==> src/rtl/insn_issue_buffer.sv <==
// rtl/insn_issue_buffer.sv - instruction issue buffer between fetch and the control unit
//
// Purpose: a small circular FIFO of {instr, pc, fault} entries. Fetch pushes
// through a valid/ready handshake. The head entry is presented to the control
// unit, and pc_en strobes when the head is consumed. The buffer absorbs decode
// stalls and drops all entries on a flush. Once a halt is taken on a presented
// instruction it stops issuing, and only RST releases it.
//
// Ports:
//   CLK, RST                  rising-edge clock, asynchronous active-high reset
//   fetch_valid/ready         fetch handshake; ready is combinational from state and flush
//   fetch_instr/pc/fault      fetched word, its PC and access-fault flag
//   instr/instr_pc/fault      head entry; NOP_WORD / 0 / 0 when empty
//   instr_valid               head entry valid
//   pc_en                     head consumed this cycle
//   decode_stall              downstream cannot take an instruction
//   flush                     discard all entries
//   halt                      control unit decoded a halt on the current instr
//   halted                    sticky halted status
//   occupancy                 number of valid entries
module insn_issue_buffer #(
  parameter int          DEPTH    = 2,
  parameter logic [31:0] NOP_WORD = 32'h0000_0013
) (
  input  logic                     CLK,
  input  logic                     RST,
  input  logic                     fetch_valid,
  input  logic [31:0]              fetch_instr,
  input  logic [31:0]              fetch_pc,
  input  logic                     fetch_fault,
  output logic                     fetch_ready,
  output logic [31:0]              instr,
  output logic [31:0]              instr_pc,
  output logic                     instr_fault,
  output logic                     instr_valid,
  output logic                     pc_en,
  input  logic                     decode_stall,
  input  logic                     flush,
  input  logic                     halt,
  output logic                     halted,
  output logic [$clog2(DEPTH):0]   occupancy
);

  localparam int            AW         = $clog2(DEPTH);
  localparam logic [AW:0]   FULL_COUNT = (AW+1)'(DEPTH);
  localparam logic [AW-1:0] PTR_ONE    = AW'(1);
  localparam logic [AW:0]   CNT_ONE    = (AW+1)'(1);

  logic [31:0]   mem_instr [DEPTH];
  logic [31:0]   mem_pc    [DEPTH];
  logic          mem_fault [DEPTH];

  logic [AW-1:0] rd_ptr;
  logic [AW-1:0] wr_ptr;
  logic [AW:0]   count;
  logic          halted_q;

  logic          push;
  logic          pop;
  logic          take_halt;

  assign instr_valid = ~halted_q & (count != '0);
  assign fetch_ready = ~halted_q & (count != FULL_COUNT) & ~flush;
  assign pc_en       = instr_valid & ~decode_stall & ~flush;
  assign push        = fetch_valid & fetch_ready;
  assign pop         = pc_en;

  // A halt counts when the head was presented and not stalled, even if a flush
  // arrives in the same cycle: the control unit has already seen the halt op.
  assign take_halt   = halt & instr_valid & ~decode_stall;

  assign instr       = instr_valid ? mem_instr[rd_ptr] : NOP_WORD;
  assign instr_pc    = instr_valid ? mem_pc[rd_ptr]    : 32'h0;
  assign instr_fault = instr_valid ? mem_fault[rd_ptr] : 1'b0;
  assign halted      = halted_q;
  assign occupancy   = count;

  always_ff @(posedge CLK or posedge RST) begin
    if (RST) begin
      rd_ptr   <= '0;
      wr_ptr   <= '0;
      count    <= '0;
      halted_q <= 1'b0;
    end else if (take_halt) begin
      rd_ptr   <= '0;
      wr_ptr   <= '0;
      count    <= '0;
      halted_q <= 1'b1;
    end else if (flush) begin
      rd_ptr   <= '0;
      wr_ptr   <= '0;
      count    <= '0;
    end else begin
      if (push) wr_ptr <= wr_ptr + PTR_ONE;
      if (pop)  rd_ptr <= rd_ptr + PTR_ONE;
      case ({push, pop})
        2'b10:   count <= count + CNT_ONE;
        2'b01:   count <= count - CNT_ONE;
        default: count <= count;
      endcase
    end
  end

  // Entry storage needs no reset: count gates every read of it.
  always_ff @(posedge CLK) begin
    if (push) begin
      mem_instr[wr_ptr] <= fetch_instr;
      mem_pc[wr_ptr]    <= fetch_pc;
      mem_fault[wr_ptr] <= fetch_fault;
    end
  end

endmodule
==> config.mk <==
export PLATFORM = sky130hd
export DESIGN_NAME = insn_issue_buffer
export DESIGN_NICKNAME = d
export VERILOG_FILES = /design/src/rtl/insn_issue_buffer.sv
export SDC_FILE = /design/constraint.sdc
export NUM_CORES = 1
export LEC_CHECK = 0
export CORE_ASPECT_RATIO = 0.8
export CORE_MARGIN = 3
export CORE_UTILIZATION = 43
export CTS_CLUSTER_DIAMETER = 150
export DETAILED_ROUTE_END_ITERATION = 10
export GPL_ROUTABILITY_DRIVEN = 0
export GPL_TIMING_DRIVEN = 1
export PLACE_DENSITY_LB_ADDON = 0.3
export SKIP_CTS_REPAIR_TIMING = 1
export SYNTH_ARGS = -nofsm -noshare
export SYNTH_HDL_FRONTEND = slang
export SYNTH_SLANG_ARGS = --single-unit
==> constraint.sdc <==
create_clock -name CLK -period 3.6 [get_ports CLK]
set_input_delay 0.72 -clock CLK [delete_from_list [all_inputs] [get_ports CLK]]
set_output_delay 0.72 -clock CLK [all_outputs]
set_load 0.01 [all_outputs]
# After elaboration in Yosys (flattened, before gate mapping)
# Memory sizes are Yosys's and may differ from the RTL's.
# Index checks and enable logic that the tools add are counted.
# totals
regBits,5
mem_bits_rw,130
input_bits,71
out_inout_bits,71
word_cells,43
n_memories,3
# memory_table
memory,words,word_bits,rd,rd_ports_with_merged_regs,wr,line,text
mem_instr,2,32,1,0,1,49,logic [31:0] mem_instr [DEPTH];
mem_pc,2,32,1,0,1,50,logic [31:0] mem_pc [DEPTH];
mem_fault,2,1,1,0,1,51,logic mem_fault [DEPTH];
# op_classes
addsub,4
eq_ne,3
muxes,14
bitwise_logic,11
reduce_logical,4
# ops
cell,count
$mux W32,2
$mux W1,9
$and A1 B1 Y1,8
$reduce_bool A3 Y1,2
$mux W2,2
$pmux W2 S2,1
$reduce_bool A4 Y1,1
$not A1 Y1,3
$add A1 B1 Y1 const B,2
$add A2 B1 Y2 const B,1
$eq A2 B1 Y1 const B,1
$eq A2 B2 Y1 const B,1
$ne A2 B2 Y1 const B,1
$reduce_bool A2 Y1,1
$sub A2 B1 Y2 const B,1

# Logic depth before layout (Yosys ltp)
# Gate-level depths: netlist of run 1.
# depth
word_depth,8
ltp_mapped,7
depth_no_buf,6

# Worst setup path after synthesis of run 1
# No wires, ideal clock.
# synth_timing
kind,input-to-reg
start,input port flush
end,memory mem_fault[1] (enable)
setup_ps,488
arrival_time_ps,3741
required_time_ps,3112
slack_ps,-630
stages,3
path_buffers,0
path_cell_list,nor2_1 -> nand3_1 -> nor2_1
# synth_between
elab_chain_cells,5
# synth_lines
item,line,text
start: declaration,38,"input logic flush,"
$not A1 Y1,63,assign fetch_ready = ~halted_q & (count != FULL_COUNT) & ~flush;
$and A1 B1 Y1,63,
$and A1 B1 Y1,65,assign push = fetch_valid & fetch_ready;
$mux W1,106,if (push) begin
$mux W1 (not written as such),109,mem_fault[wr_ptr] <= fetch_fault;
end: declaration,51,
# No other way between the ends.

# Worst setup path in the final report of run 1
# layout_timing
start,register rd_ptr
end,output port instr_pc[7]
# layout_between
elab_chain_cells,2
# layout_lines
item,line,text
start: declaration,53,logic [AW-1:0] rd_ptr;
start signal: assignment,95,if (pop) rd_ptr <= rd_ptr + PTR_ONE;
$mem_v2 Z2 W32,--,
$mux W32,73,assign instr_pc = instr_valid ? mem_pc[rd_ptr] : 32'h0;
end: declaration,33,"output logic [31:0] instr_pc,"
# No other way between the ends.

==> summary.txt, run 1 <==
STA
  – Crit share post-route: around 90%
  – Worst Tran Pin Value: about 1.1 ns
  – Clock period minus worst slack: roughly 3.3 ns
  – RSZ-0062 raised after global routing: false
  – Final Hold Vio Count: 0
  – Final setup viols: 0
  – Max Freq: between 300 and 400 MHz
  – Pins Over Slew Limit: 0
  – Fin Setup TNS: 0 ns
  – Relative slew slack: between 20% and 30%
  – Clock Skews: 0.00907 ns

Route
  – Drt pass-1 iters: 4
  – Routed WL: 9730 µm
  – Vias per inst: roughly 4.8
  – Detail Route Antenna Nets: 0
  – DR WL/cell: between 15 and 20 µm
  – DR vias: roughly 2900
  – Initial drt markers: ~220
  – DRC violations left: 0

Place
  – I/O Buffers: between 100 and 150
  – Detailed Place HPWL: 6340 µm

Synth
  – Synth Register Bits: about 140
  – Syn Area/Cell: ~17 µm²
  – Area contributors post-synth: edfxtp_1 75%, mux2i_1 13%, nor2_1 4.7%
  – Top post-synthesis cells by count: 130 x edfxtp_1, 65 x mux2i_1, 65 x nor2_1, 8 x buf_2
  – Most common cell in the netlist: edfxtp_1
  – Post-Synthesis Net Count: between 300 and 400
  – Ys flop type: edfxtp_1
  – Netlist cell types: 23
  – Netlist Area Pre-Place: around 5200 µm²
  – Synth Instances: 307
  – Number of flops mapped to enable cells by yosys: 130
  – Sequential-to-total area share from yosys stat: between 70% and 80%
  – Synth area leader: edfxtp_1
  – Area fraction of the dominant cell type after synthesis: 75.5%
  – Asr flop ratio synth: 3.70%
  – Yosys warns: 0

CTS
  – Worst-Skew Late Latency: around 0.40 ns
  – CTS sink count: approximately 140
  – Worst-path clk slew: ~0.050 ns
  – CTS tree: built
  – Max clock buf depth: 2
  – CTS root buf: clkbuf_16
  – TritonCTS Buffers: 17
  – Deepest level of the CTS H-tree: 4

Critical path
  – Startpoint types: flip-flop
  – Crit path required time: around 2.9 ns
  – CP max FO: between 60 and 70
  – Crit path DAT: 2.61 ns
  – Worst R2R Path Depth: 6
  – Endpoint class of the critical path: output pin
  – Crit Path Category: reg2out

Die
  – Effective utilization at floorplan: ~44%
  – Die Y: 104 µm
  – Die area: about 13000 µm²
  – I/O pin count: approximately 140
  – Core ar.: 11600 µm²
  – Die width: 129 µm
  – Cell Rows: 35

Cells and area
  – Final Net Count: approximately 530
  – ANT cells: 0
  – Layout cell share with drive strength beyond 1: just under 9%
  – Fin util: approximately 63%
  – Area Growth Syn to Fin: 42.2%
  – FILL cells: 860

Pwr
  – Total power divided by cell area: 545 nW/µm²
  – Leak: between 2 and 2.5 nW
  – Max IR drop VDD: around 0.27 mV

GRT
  – GRT Total Usage: 15.5%
  – Vias in the first global route: between 3000 and 4000
  – Gr ovfl total: 0
  – Largest net degree at the start of global routing: 65
  – Initial antenna violation count: 0
  – Global-route wire length before repair: ~16000 µm

Hold path
  – Worst hold path type: in2async

Job
  – Max_cap viols: 0

Run status
  – Status: finished clean
logic make-up after synthesis:
| group | synth area share [%] |
|---|---|
| compound gates | 1.16 |
| xor+xnor | 0.339 |
| fa+ha+maj | 0.242 |
| buf+inv | 1.94 |
| flops | 77.9 |
| mux | 12.6 |
| simple gates | 5.85 |
state kept, by name, indices dropped and copies added (netlist names):
signal and flops:
wr_ptr 1, mem_fault 2, halted 1, mem_instr 64
mem_pc 64, rd_ptr 1, occupancy 2
power breakdown:
group          internal [W]  leakage (nW)  switching, W  total, W
Combinational      0.000248         0.832      0.000202  0.000450
Sequential          0.00183          1.24     0.0000493   0.00188
Clock               0.00108         0.279      0.000598   0.00168
layout make-up:
class / count / area [µm²] / area share (%)
clock inverter: 13 / 158 / 2.14
tap: 148 / 185 / 2.52
inverter: 4 / 15.0 / 0.204
timing repair buffer: 148 / 1480 / 20.1
multi-input combinational: 153 / 1060 / 14.4
sequential: 135 / 4030 / 54.8
clock buffer: 18 / 429 / 5.84
critical path, cell delays in order (launching register included):
cell and delay (ns):
dfrtp_4 1.14, buf_4 0.29, mux2i_1 0.20, nor2_1 0.05, clkdlybuf4s50_1 0.48
per-layer routing:
layer | track usage (%) | vias to the layer above | routed length (µm)
met5 | 0 | - | 0
met4 | 6.75 | 0 | 97
met3 | 5.39 | 7 | 646
met2 | 25.4 | 93 | 5000
met1 | 18.5 | 1406 | 3990
li1 | - | 1443 | -
through the flow:
stage	setup slack (ns)	instance area [µm²]	total power (W)	std cells	hold slack (ns)
2_1_floorplan	0.451	5170	0.00210	307	0.499
3_3_place_gp	0.684	6770	0.00236	588	0.537
3_5_place_dp	0.665	6770	0.00237	588	0.543
4_1_cts	0.223	7350	0.00405	619	0.520
5_1_grt	0.107	7350	0.00417	619	0.534
6_report	0.269	7350	0.00401	619	0.525
final timing paths:
check / to / start / slack (ns)
setup / recovery: instr_pc[7] / rd_ptr$_DFFE_PP0P_ / 0.27
hold / removal: wr_ptr$_DFFE_PP0P_ / RST / 0.53
setup reg to reg: occupancy[1]$_DFFE_PP0P_ / occupancy[0]$_DFFE_PP0P_ / 1.53
hold reg to reg: halted$_DFFE_PP0P_ / halted$_DFFE_PP0P_ / 0.55
max in group asynchronous: rd_ptr$_DFFE_PP0P_ / RST / 2.87
min in group CLK: halted$_DFFE_PP0P_ / halted$_DFFE_PP0P_ / 0.55
cell usage in the layout, fill, tap and decap left out, types with 2 or more instances in the layout:
cell and instances:
clkdlybuf4s50_1 141, edfxtp_1 130, mux2i_1 65, nor2_1 64, clkbuf_16 17, buf_4 6, dfrtp_1 4, inv_1 3
a21oi_1 3, nand2_1 3, bufinv_16 3, clkinvlp_4 3, clkinv_4 3, clkinv_2 3, nand2b_1 2, o21bai_1 2
o21ai_0 2, or3_1 2
Power figures use the tool's default switching activity.
==> run 2: changes to the inputs <==
--- a/config.mk
+++ b/config.mk
@@ -5,6 +5,7 @@
 export SDC_FILE = /design/constraint.sdc
 export NUM_CORES = 1
 export LEC_CHECK = 0
+export CAP_MARGIN = 20
 export CORE_ASPECT_RATIO = 0.8
 export CORE_MARGIN = 3
 export CORE_UTILIZATION = 43
==> results of run 2 <==
The final DEF is identical to that of run 1; final timing and power are the same.
==> run 3: changes to the inputs <==
--- a/config.mk
+++ b/config.mk
@@ -14,6 +14,7 @@
 export GPL_ROUTABILITY_DRIVEN = 0
 export GPL_TIMING_DRIVEN = 1
 export PLACE_DENSITY_LB_ADDON = 0.3
+export REMOVE_ABC_BUFFERS = 1
 export SKIP_CTS_REPAIR_TIMING = 1
 export SYNTH_ARGS = -nofsm -noshare
 export SYNTH_HDL_FRONTEND = slang
==> run 3 against run 2 <==
  * Count of clock-buffer cells in the layout unchanged
  * Maximum frequency grew 4.0%
  * Register-to-register slack worse by 0.09 ns
  * Wire length increased by 6.0%
  * Power up 2.4%
  * Sequential cell count unchanged
  * Utilization rose by 0.33 points
  * Critical path depth did not move
  * Die area is the same
  * Via count up 3.3%
  * Clock skew shrank 0.00097 ns
  * Critical endpoint is now instr[20]
==> summary.txt, run 3 (synthesis gave the netlist of run 1 again) <==
Pwr
  – Gate power share: 11.3% (about the same)
  – Clock network fraction of design power: 43.1% (+1.2 points)
  – Sw Pwr: 0.000872 W (+2.7%)
  – Max IR drop VDD: 0.340 mV (+25%)
  – Leak: 2.37 nW (+0.77%)
  – Int Pwr: 0.00323 W (+2.3%)
  – Sw Ratio: 21.3% (+0.059 points)
  – Sequential Power Share: 45.6% (-1.3 points)
  – Total power divided by cell area: 555 nW/µm² (+1.9%)

Die
  – Die area: 13400 µm² (unchanged)
  – Core ar.: 11600 µm² (unchanged)
  – I/O pin count: 142 (unchanged)
  – Cell Rows: 35 (unchanged)
  – Die width: 129 µm (unchanged)
  – Die Y: 104 µm (unchanged)
  – Effective utilization at floorplan: 44.4% (unchanged)

Place
  – Placed cell areas: 6780 µm² (+0.22%)
  – Worst slack, placed: 0.804 ns (+0.139 ns)
  – # placed instances: 585 (-0.51%)
  – Detailed Place HPWL: 6330 µm (-0.25%)
  – I/O Buffers: 141 (unchanged)

Critical path
  – Endpoint class of the critical path: output pin
  – Crit Path Category: reg2out
  – CP max FO: 42 (-34%)
  – Startpoint types: flip-flop
  – Crit path required time: 2.88 ns (about the same)
  – Crit path DAT: 2.48 ns (-0.13 ns)

Route
  – Routed WL: 10300 µm (+6.0%)
  – DR WL/cell: 16.7 µm (+6.4%)
  – Vias per inst: 4.94 (+3.7%)
  – DR vias: 3047 (+3.3%)
  – DRC violations left: 0 (unchanged)
  – Initial drt markers: 122 (-45%)
  – Detail Route Antenna Nets: 0 (unchanged)
  – Drt pass-1 iters: 4 (unchanged)

GRT
  – Initial antenna violation count: 0 (unchanged)
  – Gr ovfl total: 0 (unchanged)
  – Largest net degree at the start of global routing: 66 (+1.5%)
  – Vias in the first global route: 3257 (+4.7%)
  – Global-route wire length before repair: 16400 µm (+5.3%)
  – GRT Total Usage: 16.0% (+0.51 points)

STA
  – Clock period minus worst slack: 3.20 ns (-0.128 ns)
  – Clock Skews: 0.00809 ns (-0.000974 ns)
  – Worst Tran Pin Value: 0.775 ns (-0.319 ns)
  – RSZ-0062 raised after global routing: false
  – Final Hold Vio Count: 0 (unchanged)
  – Fin Setup TNS: 0 ns (unchanged)
  – Final setup viols: 0 (unchanged)
  – Crit share post-route: 89.0% (-3.6 points)
  – Relative slew slack: 48.3% (+21 points)
  – Max Freq: 312 MHz (+4.0%)
  – Pins Over Slew Limit: 0 (unchanged)
  – Final worst slack: 0.398 ns (+0.128 ns)

Cells and area
  – Area Growth Syn to Fin: 42.9%
  – ANT cells: 0 (unchanged)
  – Commonest non-fill, non-tap cell in the layout: clkdlybuf4s50_1
  – Post-route cell area: 7390 µm² (+0.53%)
  – Biggest regs: mem_instr x64, mem_pc x64
  – Final cell count without fillers: 617 (-0.32%)
  – Most frequent cells in the layout: 141 x clkdlybuf4s50_1, 130 x edfxtp_1, 65 x mux2i_1
  – Final Net Count: 528 (-0.56%)
  – Layout cell share with drive strength beyond 1: 7.89% (-0.82 points)

Job
  – Max_cap viols: 0 (unchanged)

CTS
  – Deepest level of the CTS H-tree: 4 (unchanged)
  – Max clock buf depth: 2 (unchanged)
  – CTS sink count: 135 (unchanged)
  – Worst-Skew Late Latency: 0.40 ns (about the same)
  – CTS root buf: clkbuf_16
  – TritonCTS Buffers: 17 (unchanged)
  – Worst-path clk slew: 0.06 ns (about the same)
  – CTS tree: built

Hold path
  – Worst hold path type: in2async

Run status
  – Status: finished clean
-- run 3: changes by cell type in the layout (fill, tap and decap cells not counted), sizes merged --
cell / change
buf: -3
clkinv: +2
inv: +1
bufinv: +1
clkinvlp: -3
-- run 3: worst max-delay path, stage by stage, from the launching register on --
cell and delay, ns:
dfrtp_4 0.93, buf_12 0.30, mux2i_1 0.10, nor2_1 0.16, clkdlybuf4s50_1 0.57
-- run 3: cell type report --
class / instances / area [µm²]
Fill cell: 845 / 4260
Sequential cell: 135 / 4030
Timing Repair Buffer: 145 / 1490
Multi-Input combinational cell: 153 / 1060
Clock buffer: 18 / 429
Tap cell: 148 / 185
Clock inverter: 14 / 181
Inverter: 4 / 15.0
-- run 3: path summary, 6_finish.rpt --
check | slack, ns | cells after the start | end | start
max in group asynchronous | 2.89 | 2 | rd_ptr$_DFFE_PP0P_ | RST
min in group CLK | 0.55 | 1 | halted$_DFFE_PP0P_ | halted$_DFFE_PP0P_
setup reg to reg | 1.44 | 5 | occupancy[1]$_DFFE_PP0P_ | occupancy[0]$_DFFE_PP0P_
hold reg to reg | 0.55 | 1 | halted$_DFFE_PP0P_ | halted$_DFFE_PP0P_
setup / recovery | 0.40 | 4 | instr[20] | rd_ptr$_DFFE_PP0P_
hold / removal | 0.52 | 2 | occupancy[0]$_DFFE_PP0P_ | RST
-- run 3: per-layer routing --
layer | global-route usage [%] | vias to the layer above | routed length [µm]
met3 | 6.06 | 9 | 745
met1 | 20.4 | 1483 | 4580
met4 | 5.17 | 0 | 84
met5 | 0 | - | 0
li1 | - | 1441 | -
met2 | 25.3 | 114 | 4900
-- run 3: power by group through the flow --
stage / combinational, W / sequential [W] / clock (W)
finish: 0.000462 / 0.00187 / 0.00177
global route: 0.000500 / 0.00188 / 0.00187
CTS: 0.000470 / 0.00187 / 0.00180
detailed placement: 0.000465 / 0.00190 / 0
global placement: 0.000458 / 0.00190 / 0
floorplan: 0.000194 / 0.00191 / 0
-- run 3: stage by stage --
step	utilization, %	hold WS [ns]	power, W
after CTS	63.5	0.508	0.00415
after global routing	63.5	0.542	0.00426
after global placement	58.2	0.529	0.00236
final	63.5	0.523	0.00410
after floorplan	-	0.499	0.00210
after detailed placement	58.2	0.533	0.00237
